**src/rtl/fast_pkg.sv**
```systemverilog
// Shared types and helpers for the FAST message decoder.
// States, error codes, PMAP bit positions and varint sizing.
package fast_pkg;

  typedef enum logic [3:0] {
    S_IDLE,
    S_TID,
    S_SYM,
    S_PRICE,
    S_QTY,
    S_SIDE,
    S_TS,
    S_EMIT,
    S_DISCARD
  } state_t;

  localparam logic [2:0] ERR_PMAP = 3'd1;
  localparam logic [2:0] ERR_TID  = 3'd2;
  localparam logic [2:0] ERR_OVF  = 3'd3;
  localparam logic [2:0] ERR_SIDE = 3'd4;
  localparam logic [2:0] ERR_GAP  = 3'd5;

  localparam int PM_SYM   = 5;
  localparam int PM_PRICE = 4;
  localparam int PM_QTY   = 3;
  localparam int PM_SIDE  = 2;
  localparam int PM_TS    = 1;

  localparam int TID_W = 14;

  function automatic int vmax_bytes(int w);
    return (w + 6) / 7;
  endfunction

  // First present field after s; EMIT when none remain.
  function automatic state_t next_after(
    state_t s,
    logic [5:1] pm
  );
    state_t n;
    n = S_EMIT;
    if (s < S_TS && pm[PM_TS]) n = S_TS;
    if (s < S_SIDE && pm[PM_SIDE]) n = S_SIDE;
    if (s < S_QTY && pm[PM_QTY]) n = S_QTY;
    if (s < S_PRICE && pm[PM_PRICE]) n = S_PRICE;
    if (s < S_SYM && pm[PM_SYM]) n = S_SYM;
    return n;
  endfunction

endpackage

```
**src/rtl/fast_varint_acc.sv**
```systemverilog
// Stop-bit varint accumulator with byte-count and bit-loss overflow.
// value/ovf describe the result of shifting in the current byte.
module fast_varint_acc
  import fast_pkg::*;
#(
  parameter int W = 32
) (
  input  logic         clk_fast,
  input  logic         rst,
  input  logic         clr,
  input  logic         shift,
  input  logic [6:0]   din,
  output logic [W-1:0] value,
  output logic         ovf
);
  localparam int MAXB = vmax_bytes(W);
  localparam int CW = $clog2(MAXB + 1);
  localparam logic [CW-1:0] CMAX = CW'(MAXB);

  logic [W-1:0]  acc;
  logic [CW-1:0] cnt;

  assign value = {acc[W-8:0], din};
  assign ovf = (cnt == CMAX) || (|acc[W-1 -: 7]);

  always_ff @(posedge clk_fast) begin
    if (rst || clr) begin
      acc <= '0;
      cnt <= '0;
    end else if (shift) begin
      acc <= value;
      cnt <= cnt + CW'(1);
    end
  end

endmodule

```
**src/rtl/fast_msg_decoder.sv**
```systemverilog
// FAST market-data byte-stream decoder: PMAP, copy operators, varints.
// Hands decoded messages downstream over a valid/ready handshake.
module fast_msg_decoder
  import fast_pkg::*;
#(
  parameter int TEMPLATE_ID = 1,
  parameter int SYM_BYTES   = 8,
  parameter int PRICE_W     = 32,
  parameter int QTY_W       = 32,
  parameter int TS_W        = 64,
  parameter int GAP_TIMEOUT = 16,
  parameter int CNT_W       = 32
) (
  input  logic                   clk_fast,
  input  logic                   rst,
  input  logic [7:0]             udp_data_in,
  input  logic                   udp_valid_in,
  output logic                   udp_ready_out,
  output logic                   msg_valid,
  input  logic                   msg_ready,
  output logic [8*SYM_BYTES-1:0] msg_symbol,
  output logic [PRICE_W-1:0]     msg_price,
  output logic [QTY_W-1:0]       msg_qty,
  output logic [TS_W-1:0]        msg_ts,
  output logic                   msg_side,
  output logic                   err_valid,
  output logic [2:0]             err_code,
  output logic [CNT_W-1:0]       msg_count,
  output logic [CNT_W-1:0]       decode_errors
);
  localparam int SW = 8 * SYM_BYTES;
  localparam int SCW = (SYM_BYTES > 1) ? $clog2(SYM_BYTES) : 1;
  localparam int GW = $clog2(GAP_TIMEOUT + 1);
  localparam logic [SCW-1:0] SYM_LAST = SCW'(SYM_BYTES - 1);
  localparam logic [GW-1:0] GAP_LAST = GW'(GAP_TIMEOUT - 1);

  state_t state, state_nxt;

  logic           xfer, stop, in_msg, gap_hit;
  logic           err_now, v_ovf;
  logic [2:0]     err_nxt;
  logic [5:1]     pm;
  logic [SCW-1:0] sym_cnt;
  logic [GW-1:0]  gap_cnt;

  logic [SW-1:0]      sym_q, sym_d;
  logic [PRICE_W-1:0] px_q, px_d, px_val;
  logic [QTY_W-1:0]   qty_q, qty_d, qty_val;
  logic [TS_W-1:0]    ts_q, ts_d, ts_val;
  logic               side_q, side_d;
  logic [TID_W-1:0]   tid_val;
  logic               tid_ovf, px_ovf, qty_ovf, ts_ovf;

  assign xfer = udp_valid_in && udp_ready_out;
  assign stop = udp_data_in[7];
  assign in_msg = state inside {S_TID, S_SYM, S_PRICE,
                                S_QTY, S_SIDE, S_TS};
  assign gap_hit = !xfer && (gap_cnt == GAP_LAST);
  assign v_ovf = (state == S_PRICE && px_ovf)
              || (state == S_QTY && qty_ovf)
              || (state == S_TS && ts_ovf);

  fast_varint_acc #(.W(TID_W)) u_tid (
    .clk_fast(clk_fast), .rst(rst),
    .clr(state != S_TID),
    .shift(xfer && state == S_TID),
    .din(udp_data_in[6:0]),
    .value(tid_val), .ovf(tid_ovf)
  );

  fast_varint_acc #(.W(PRICE_W)) u_px (
    .clk_fast(clk_fast), .rst(rst),
    .clr(state != S_PRICE),
    .shift(xfer && state == S_PRICE),
    .din(udp_data_in[6:0]),
    .value(px_val), .ovf(px_ovf)
  );

  fast_varint_acc #(.W(QTY_W)) u_qty (
    .clk_fast(clk_fast), .rst(rst),
    .clr(state != S_QTY),
    .shift(xfer && state == S_QTY),
    .din(udp_data_in[6:0]),
    .value(qty_val), .ovf(qty_ovf)
  );

  fast_varint_acc #(.W(TS_W)) u_ts (
    .clk_fast(clk_fast), .rst(rst),
    .clr(state != S_TS),
    .shift(xfer && state == S_TS),
    .din(udp_data_in[6:0]),
    .value(ts_val), .ovf(ts_ovf)
  );

  always_ff @(posedge clk_fast) begin
    if (rst) state <= S_IDLE;
    else     state <= state_nxt;
  end

  always_comb begin
    state_nxt = state;
    err_now = 1'b0;
    err_nxt = '0;
    unique case (state)
      S_IDLE: if (xfer) begin
        if (!stop) begin
          err_now = 1'b1;
          err_nxt = ERR_PMAP;
        end else begin
          state_nxt = S_TID;
        end
      end
      S_TID: if (xfer) begin
        if (tid_ovf) begin
          err_now = 1'b1;
          err_nxt = ERR_OVF;
        end else if (stop && tid_val != TID_W'(TEMPLATE_ID)) begin
          err_now = 1'b1;
          err_nxt = ERR_TID;
        end else if (stop) begin
          state_nxt = next_after(S_TID, pm);
        end
      end
      S_SYM: if (xfer && sym_cnt == SYM_LAST) begin
        state_nxt = next_after(S_SYM, pm);
      end
      S_PRICE, S_QTY, S_TS: if (xfer) begin
        if (v_ovf) begin
          err_now = 1'b1;
          err_nxt = ERR_OVF;
        end else if (stop) begin
          state_nxt = next_after(state, pm);
        end
      end
      S_SIDE: if (xfer) begin
        if (|udp_data_in[7:1]) begin
          err_now = 1'b1;
          err_nxt = ERR_SIDE;
        end else begin
          state_nxt = next_after(S_SIDE, pm);
        end
      end
      S_EMIT: if (msg_ready) state_nxt = S_IDLE;
      S_DISCARD: if (gap_hit) state_nxt = S_IDLE;
      default: state_nxt = S_IDLE;
    endcase
    if (err_now) state_nxt = S_DISCARD;
    // Stalled mid-message: abort straight to IDLE, no discard.
    if (in_msg && gap_hit) begin
      err_now = 1'b1;
      err_nxt = ERR_GAP;
      state_nxt = S_IDLE;
    end
  end

  always_comb begin
    udp_ready_out = (state != S_EMIT);
    msg_valid = (state == S_EMIT);
  end

  // Working copy starts from the last good message on each PMAP.
  always_comb begin
    sym_d = sym_q;
    px_d = px_q;
    qty_d = qty_q;
    side_d = side_q;
    ts_d = ts_q;
    if (xfer) begin
      unique case (state)
        S_IDLE: begin
          sym_d = msg_symbol;
          px_d = msg_price;
          qty_d = msg_qty;
          side_d = msg_side;
          ts_d = msg_ts;
        end
        S_SYM: sym_d = {sym_q[SW-9:0], udp_data_in};
        S_PRICE: if (stop) px_d = px_val;
        S_QTY: if (stop) qty_d = qty_val;
        S_SIDE: side_d = udp_data_in[0];
        S_TS: if (stop) ts_d = ts_val;
        default: ;
      endcase
    end
  end

  always_ff @(posedge clk_fast) begin
    if (rst) begin
      pm <= '0;
      sym_cnt <= '0;
      gap_cnt <= '0;
      sym_q <= '0;
      px_q <= '0;
      qty_q <= '0;
      side_q <= 1'b0;
      ts_q <= '0;
      msg_symbol <= '0;
      msg_price <= '0;
      msg_qty <= '0;
      msg_side <= 1'b0;
      msg_ts <= '0;
      err_valid <= 1'b0;
      err_code <= '0;
      msg_count <= '0;
      decode_errors <= '0;
    end else begin
      err_valid <= err_now;
      err_code <= err_nxt;
      if (err_now) decode_errors <= decode_errors + CNT_W'(1);
      if (msg_valid && msg_ready) msg_count <= msg_count + CNT_W'(1);
      if (xfer && state == S_IDLE) pm <= udp_data_in[5:1];
      sym_cnt <= (state == S_SYM) ? sym_cnt + SCW'(xfer) : '0;
      gap_cnt <= (xfer || !(in_msg || state == S_DISCARD))
               ? '0 : gap_cnt + GW'(1);
      sym_q <= sym_d;
      px_q <= px_d;
      qty_q <= qty_d;
      side_q <= side_d;
      ts_q <= ts_d;
      if (state_nxt == S_EMIT && state != S_EMIT) begin
        msg_symbol <= sym_d;
        msg_price <= px_d;
        msg_qty <= qty_d;
        msg_side <= side_d;
        msg_ts <= ts_d;
      end
    end
  end

endmodule

```
**config.mk**
```make
export PLATFORM = sky130hd
export DESIGN_NAME = fast_msg_decoder
export DESIGN_NICKNAME = d
export VERILOG_FILES = /design/src/rtl/fast_pkg.sv /design/src/rtl/fast_varint_acc.sv /design/src/rtl/fast_msg_decoder.sv
export SDC_FILE = /design/constraint.sdc
export NUM_CORES = 1
export LEC_CHECK = 0
export BUFFER_PORTS_ARGS = -buffer_cell sky130_fd_sc_hd__buf_4
export CORE_MARGIN = 2
export CORE_UTILIZATION = 45
export CTS_BUF_LIST = sky130_fd_sc_hd__clkbuf_16
export DETAILED_ROUTE_END_ITERATION = 7
export PLACE_DENSITY = 0.72
export REMOVE_ABC_BUFFERS = 1
export SLEW_MARGIN = 20
export SYNTH_ARGS = -nofsm -noshare
export SYNTH_HDL_FRONTEND = slang
export SYNTH_SLANG_ARGS = --single-unit
```
**constraint.sdc**
```tcl
create_clock -name clk_fast -period 3.6 [get_ports clk_fast]
set_input_delay 0.54 -clock clk_fast [delete_from_list [all_inputs] [get_ports clk_fast]]
set_output_delay 0.54 -clock clk_fast [all_outputs]
set_load 0.05 [all_outputs]
```
# Word level (Yosys, flattened, before mapping)
# Cells that the tools add are included.
# word_totals
register_bits	625
in_bits	12
output_inout_bits	263
word_cells	169
# op_classes
addsub	8
magnitude_cmp	5
n_eq_ne	21
muxes	62
bitwise_logic	1
n_reduce_logical	45
# ops
cell	n
case mux 64 bit (2 select lines)	2
two-way mux 64 bit	3
two-way mux 32 bit	4
case mux 32 bit (2 select lines)	2
two-way mux 4 bit	24
adder 32 x 1 -> 32 bit, second input constant	2
OR reduction 7 bit	5
case mux 4 bit (7 select lines)	1
== test 4 x 3 -> 1 bit, second input constant	5
logical AND 1 bit	20
two-way mux 1 bit	15
!= test 14 x 1 -> 1 bit, second input constant	1
logical OR 1 bit	12
less-than comparator 4 x 3 -> 1 bit, second input constant	3
!= test 4 x 3 -> 1 bit, second input constant	3
case mux 3 bit (4 select lines)	1
two-way mux 2 bit	5
== test 3 bit, second input constant	3
two-way mux 3 bit	3
== test 4 x 2 -> 1 bit, second input constant	2
== test 4 bit, second input constant	2
less-than comparator 4 x 2 -> 1 bit, second input constant	2
adder 3 x 1 -> 3 bit, second input constant	2
nonzero test 6 bit	1
other kinds (16)	19

# Longest topological paths before layout
# logic_depth
depth_word	15
depth_mapped	12

# By module
# Synthesis repeated with hierarchy kept, for this count alone.
# hier_totals
hier_cells	2708
area_unflattened_um2	26098.8
# modules_own_cells
module	n_inst	cells_each	area_per_inst_um2	seq_area_each_um2
fast_msg_decoder	1	2033	19157.1	9429.0
fast_varint_acc (u_px ...)	2	154	1582.8	700.7
fast_varint_acc (u_ts)	1	295	3045.4	1361.3
fast_varint_acc (u_tid)	1	72	730.7	320.3

# Least setup slack after synthesis
# Ideal clock, no wire load.
# synth_path
path_kind	flip-flop to flip-flop
startpoint	register state[2]
endpoint	register msg_count[30]
arrival_ns	3.385
required_ns	3.530
path_slack_ns	0.145
stages_incl_launch_ff	11
synth_period_minus_slack_ns	3.455
cell_sequence	dfxtp_1 buf_4 buf_4 nand4b_1 inv_1 nand4_1 or3_1 nor2_2 nand3_1 or3_1 a21oi_1
# synth_between
elab_chain_len	2
# synth_lines
item	line_no	text
start, declared	fast_msg_decoder.sv:37	state_t state, state_nxt;
start signal, assigned	fast_msg_decoder.sv:97	else state <= state_nxt;
== test 4 x 3 -> 1 bit	fast_msg_decoder.sv:158	msg_valid = (state == S_EMIT);
via msg_valid	fast_msg_decoder.sv:19	output logic msg_valid,
logical AND 1 bit	fast_msg_decoder.sv:210	if (msg_valid && msg_ready) msg_count <= msg_count + CNT_W'(1);
end signal, assigned	fast_msg_decoder.sv:210	
end, declared	fast_msg_decoder.sv:28	output logic [CNT_W-1:0] msg_count,
# The timed path passes the listed nets, and every way through them passes these cells.
# A chain may end at the register's enable or synchronous reset.

# Worst setup path after layout
# layout_path
startpoint	register state[1]
endpoint	register decode_errors[26]
# layout_between
elab_chain_len	8
# layout_lines
item	line_no	text
== test 4 x 2 -> 1 bit / == test 4 x 3 -> 1 bit (equally long branches)	--	
logical AND 1 bit (on tied branches)	fast_msg_decoder.sv:59, fast_msg_decoder.sv:60	
logical OR 1 bit	fast_msg_decoder.sv:60	|| (state == S_QTY && qty_ovf)
logical OR 1 bit	fast_msg_decoder.sv:61	|| (state == S_TS && ts_ovf);
two-way mux 1 bit	fast_msg_decoder.sv:128	if (v_ovf) begin
two-way mux 1 bit	fast_msg_decoder.sv:127	S_PRICE, S_QTY, S_TS: if (xfer) begin
case mux 1 bit (4 select lines)	fast_msg_decoder.sv:104	unique case (state)
two-way mux 1 bit (*)	fast_msg_decoder.sv:149	if (in_msg && gap_hit) begin
end signal, assigned	fast_msg_decoder.sv:209	if (err_now) decode_errors <= decode_errors + CNT_W'(1);
end, declared	fast_msg_decoder.sv:29	output logic [CNT_W-1:0] decode_errors
# Every way passes the cells marked *; elsewhere a longest branch is shown, timed or not.

==> summary.md <==
| Metric | Value |
|---|---|
| CTS tree | `built` |
| H-Tree Depth | `3` |
| Final setup fails | `0` |
| DIE WIDTH | `237.3 um` |
| Antenna violations before repair | `0` |
| Global-route wire length before repair | `99.08 mm` |
| CP Class | `flip-flop to flip-flop` |
| Core ar. | `53,810 um^2` |
| Post-Syn Instances | `2,475` |
| Sequential group share of total power | `0.499` |
| # DRC | `9` |
| DP HPWL | `40.14 mm` |
| CP required | `4110 ps` |
| CP max-delay cell | `a2111oi_0` |
| Fmax achieved | `297.3 MHz` |
| Num CTS Buffers | `66` |
| Initial Utilization | `0.4550` |
| Buffers plus inverters on the worst setup path | `1` |
| P_leak | `0.01160 uW` |
| Pwr Density | `478.5 nW/um^2` |
| Fin cells | `3,412` |
| Post-CTS Hold Buffers | `0` |
| Final ANT Viol Nets | `0` |
| P_sw | `3160 uW` |
| Total grt overflow | `0` |
| Failing checks | `design-rule violations` |
| Synth unique cells | `68` |
| Top FF cell, synth | `dfxtp_1` |
| Number of max-cap violations | `0` |
| CP endpoint kind | `flip-flop` |
| RSZ-0062 raised after global routing | `false` |
| Crit Path Max Fanout | `24` |
| Cts repair resizes | `0` |
| Largest net degree at the start of global routing | `149` |
| Share of cells above drive strength 1 | `0.1675` |
| Clock power frac | `0.463` |
| Clock Root Buffer | `clkbuf_16` |
| Via density | `5.565` |
| Fin. Hold Viols | `0` |
| Row count | `85` |
| Metal-1 WL | `27.85 mm` |
| Seq cells post-synth | `625` |
| Layout Cell Area excl Fill | `29,100 um^2` |
| Final wirelength | `62.42 mm` |
| Longest Clk Path Bufs | `3` |
| Worst vdd ir | `0.2734 mV` |
| Highest routed metal layer | `met4` |
| Die area | `56,300 um^2` |
| Via count | `18,990` |
| Max Clock Skew | `24.72 ps` |
| Placer congestion estimate | `0.8442` |
| Number of global-route vias before repair | `18,360` |
| Synth Warn # | `0` |
| Reg clk slew, reported paths | `60 ps` |
| DP Area | `27,040 um^2` |
| Ports | `275` |
| Slew headroom | `0.2488` |
| Synth Cell Area | `24,490 um^2` |
| Total GRT Usage | `0.2154` |
| Final nets | `2,691` |
| Clock net sink count | `625` |
| Post-synthesis sequential area ratio | `0.5110` |
| Sequence of cells on the critical path | `nor3_1 -> a2111oi_0 -> a21oi_1 -> o21ai_2 -> nand4_1 -> buf_4 -> or4_1 -> a21oi_1` |
| Status | `complete, but fails checks` |
| Met2 wire len | `29.80 mm` |
| Worst-Margin Slew | `1127 ps` |
| Post-CTS setup buffer count | `0` |
| Mean Syn Cell Area | `9.894 um^2` |
| Switching share of total power | `0.2269` |
| Worst-Skew Late Latency | `600 ps` |
| Ys async rst share | `0` |
| Area Overhead vs Synth | `18.83%` |
| HP Class | `primary input to flip-flop` |
| Wire length per cell | `18.29 um` |
| Antenna diodes | `0` |
| Final Max Tran Viols | `0` |
| Placed Instances | `3,294` |
| Int Pwr | `10,760 uW` |
| Initial DRT Pass Iterations | `8` |
| Top cell by count, worst path | `a21oi_1` |
| Kind of start point of the critical path | `flip-flop` |
| Met3 wire len | `3.659 mm` |
| Crit-path max cell delay | `930 ps` |
| Min Tclk post-route | `3363 ps` |
| Die height | `237.3 um` |
| EDFF count, synth | `0` |
| Arrival time of the worst setup path | `3870 ps` |
| Kind of cell adding the most delay to the critical path | `compound AO/OA/AOI/OAI gates` |
| Comb power frac | `0.038` |
| Crit share post-route | `0.9343` |
| Port bufs | `274` |
| 1st-iter DRT viols | `1,619` |
==> through the flow <==
step	hold WS (ps)	worst slack, ps	TNS, ps	utilization	total power [uW]
after floorplan	417.5	-7015	-1913510	-	7303
after global placement	429.8	289.6	0	0.5025	7619
after global routing	286.4	25.70	0	0.5407	14410
after CTS	257.8	317.6	0	0.5407	14090
final	285.3	236.7	0	0.5407	13920
after detailed placement	448.0	275.7	0	0.5025	7625
==> area by class of cell <==
class | instances | area (um^2)
multi-input cells | 1635 | 11040
clock inverters | 50 | 356.6
fillers | 4660 | 24720
flip-flops and latches | 625 | 12510
repair buffers | 319 | 2546
well taps | 696 | 870.8
inverters | 19 | 71.32
clock buffers | 68 | 1702
==> flip-flops by register name, summed over array words and instances, names as in the netlist, 4 cells and up <==
signal,flops
u_qty.acc,32
state,4
msg_price,32
sym_q,64
u_ts.cnt,4
msg_count,32
pm,5
decode_errors,32
msg_qty,32
u_px.acc,32
u_tid.acc,14
ts_q,64
gap_cnt,5
px_q,32
u_ts.acc,64
msg_symbol,64
msg_ts,64
qty_q,32
==> logic make-up (layout without fill, tap and decap cells) <==
family / Yosys count / after routing / share of synthesized area
flops: 625 / 625 / 0.5110
fa+ha+maj: 13 / 13 / 0.006643
xor+xnor: 61 / 61 / 0.02182
buf+inv: 215 / 456 / 0.03940
compound gates: 415 / 415 / 0.1200
simple gates: 846 / 846 / 0.1687
mux: 300 / 300 / 0.1325
==> worst min-delay path, stage by stage <==
cell     delay (ps)
buf_4           140
nand3_1          80
a21oi_1          50
==> synth_stat cells, types with 26 or more instances <==
cell type / number / area (um^2)
nor2b_1: 200 / 1251
mux2i_1: 107 / 1071
mux2_1: 170 / 1914
nand2_1: 187 / 701.9
a222oi_1: 95 / 950.9
nor2_1: 289 / 1085
nand3_1: 30 / 150.1
a22oi_1: 96 / 720.7
a21oi_1: 162 / 810.8
dfxtp_1: 625 / 12510
xor2_1: 38 / 332.8
clkbuf_1: 155 / 581.8
nand2b_1: 26 / 162.7
==> layout by cell type (no fill, tap or decap), types with 5 or more instances in the layout <==
| master | netlist | routed |
|---|---|---|
| nor2b_1 | 200 | 200 |
| mux2i_1 | 107 | 107 |
| or3_1 | 16 | 15 |
| dfxtp_1 | 625 | 625 |
| and2_1 | 11 | 9 |
| ha_1 | 13 | 13 |
| clkinv_1 | 0 | 22 |
| nor4_1 | 8 | 8 |
| a211oi_1 | 6 | 6 |
| nand2_1 | 187 | 187 |
| and3_1 | 16 | 15 |
| nand2b_1 | 26 | 25 |
| clkinv_2 | 0 | 9 |
| a21oi_1 | 162 | 162 |
| nor3_1 | 11 | 11 |
| o21ai_0 | 18 | 18 |
| a31oi_1 | 5 | 5 |
| mux2_2 | 23 | 23 |
| a22oi_1 | 96 | 96 |
| or4_1 | 7 | 7 |
| nand4_1 | 19 | 19 |
| a222oi_1 | 95 | 95 |
| inv_1 | 19 | 28 |
| clkbuf_16 | 0 | 68 |
| mux2_1 | 170 | 170 |
| xnor2_1 | 23 | 23 |
| buf_12 | 0 | 11 |
| buf_4 | 5 | 306 |
| nand3_1 | 30 | 30 |
| nor2_1 | 289 | 285 |
| xor2_1 | 38 | 38 |
==> final timing paths <==
path	from	end	slack, ps	cells after the start
setup / recovery	state[1]	decode_errors[26]	240	8
hold / removal	msg_ready	msg_count[1]	290	3
setup reg to reg	state[1]	decode_errors[26]	240	8
hold reg to reg	ts_q[35]	ts_q[35]	450	2
==> power groups by stage <==
stage | Combinational [uW] | Sequential, uW | Clock, uW
3_3_place_gp | 521 | 7100 | 0
5_1_grt | 565 | 6940 | 6900
4_1_cts | 527 | 6940 | 6620
6_report | 527 | 6950 | 6450
2_1_floorplan | 198 | 7110 | 0
3_5_place_dp | 527 | 7100 | 0
==> layer usage <==
layer	GRT usage	vias up
met5	0	-
met4	0.06308	0
met3	0.03635	72
met2	0.3571	542
met1	0.2889	9284
li1	-	9090
No activity file was read; power rests on OpenSTA's default activity.
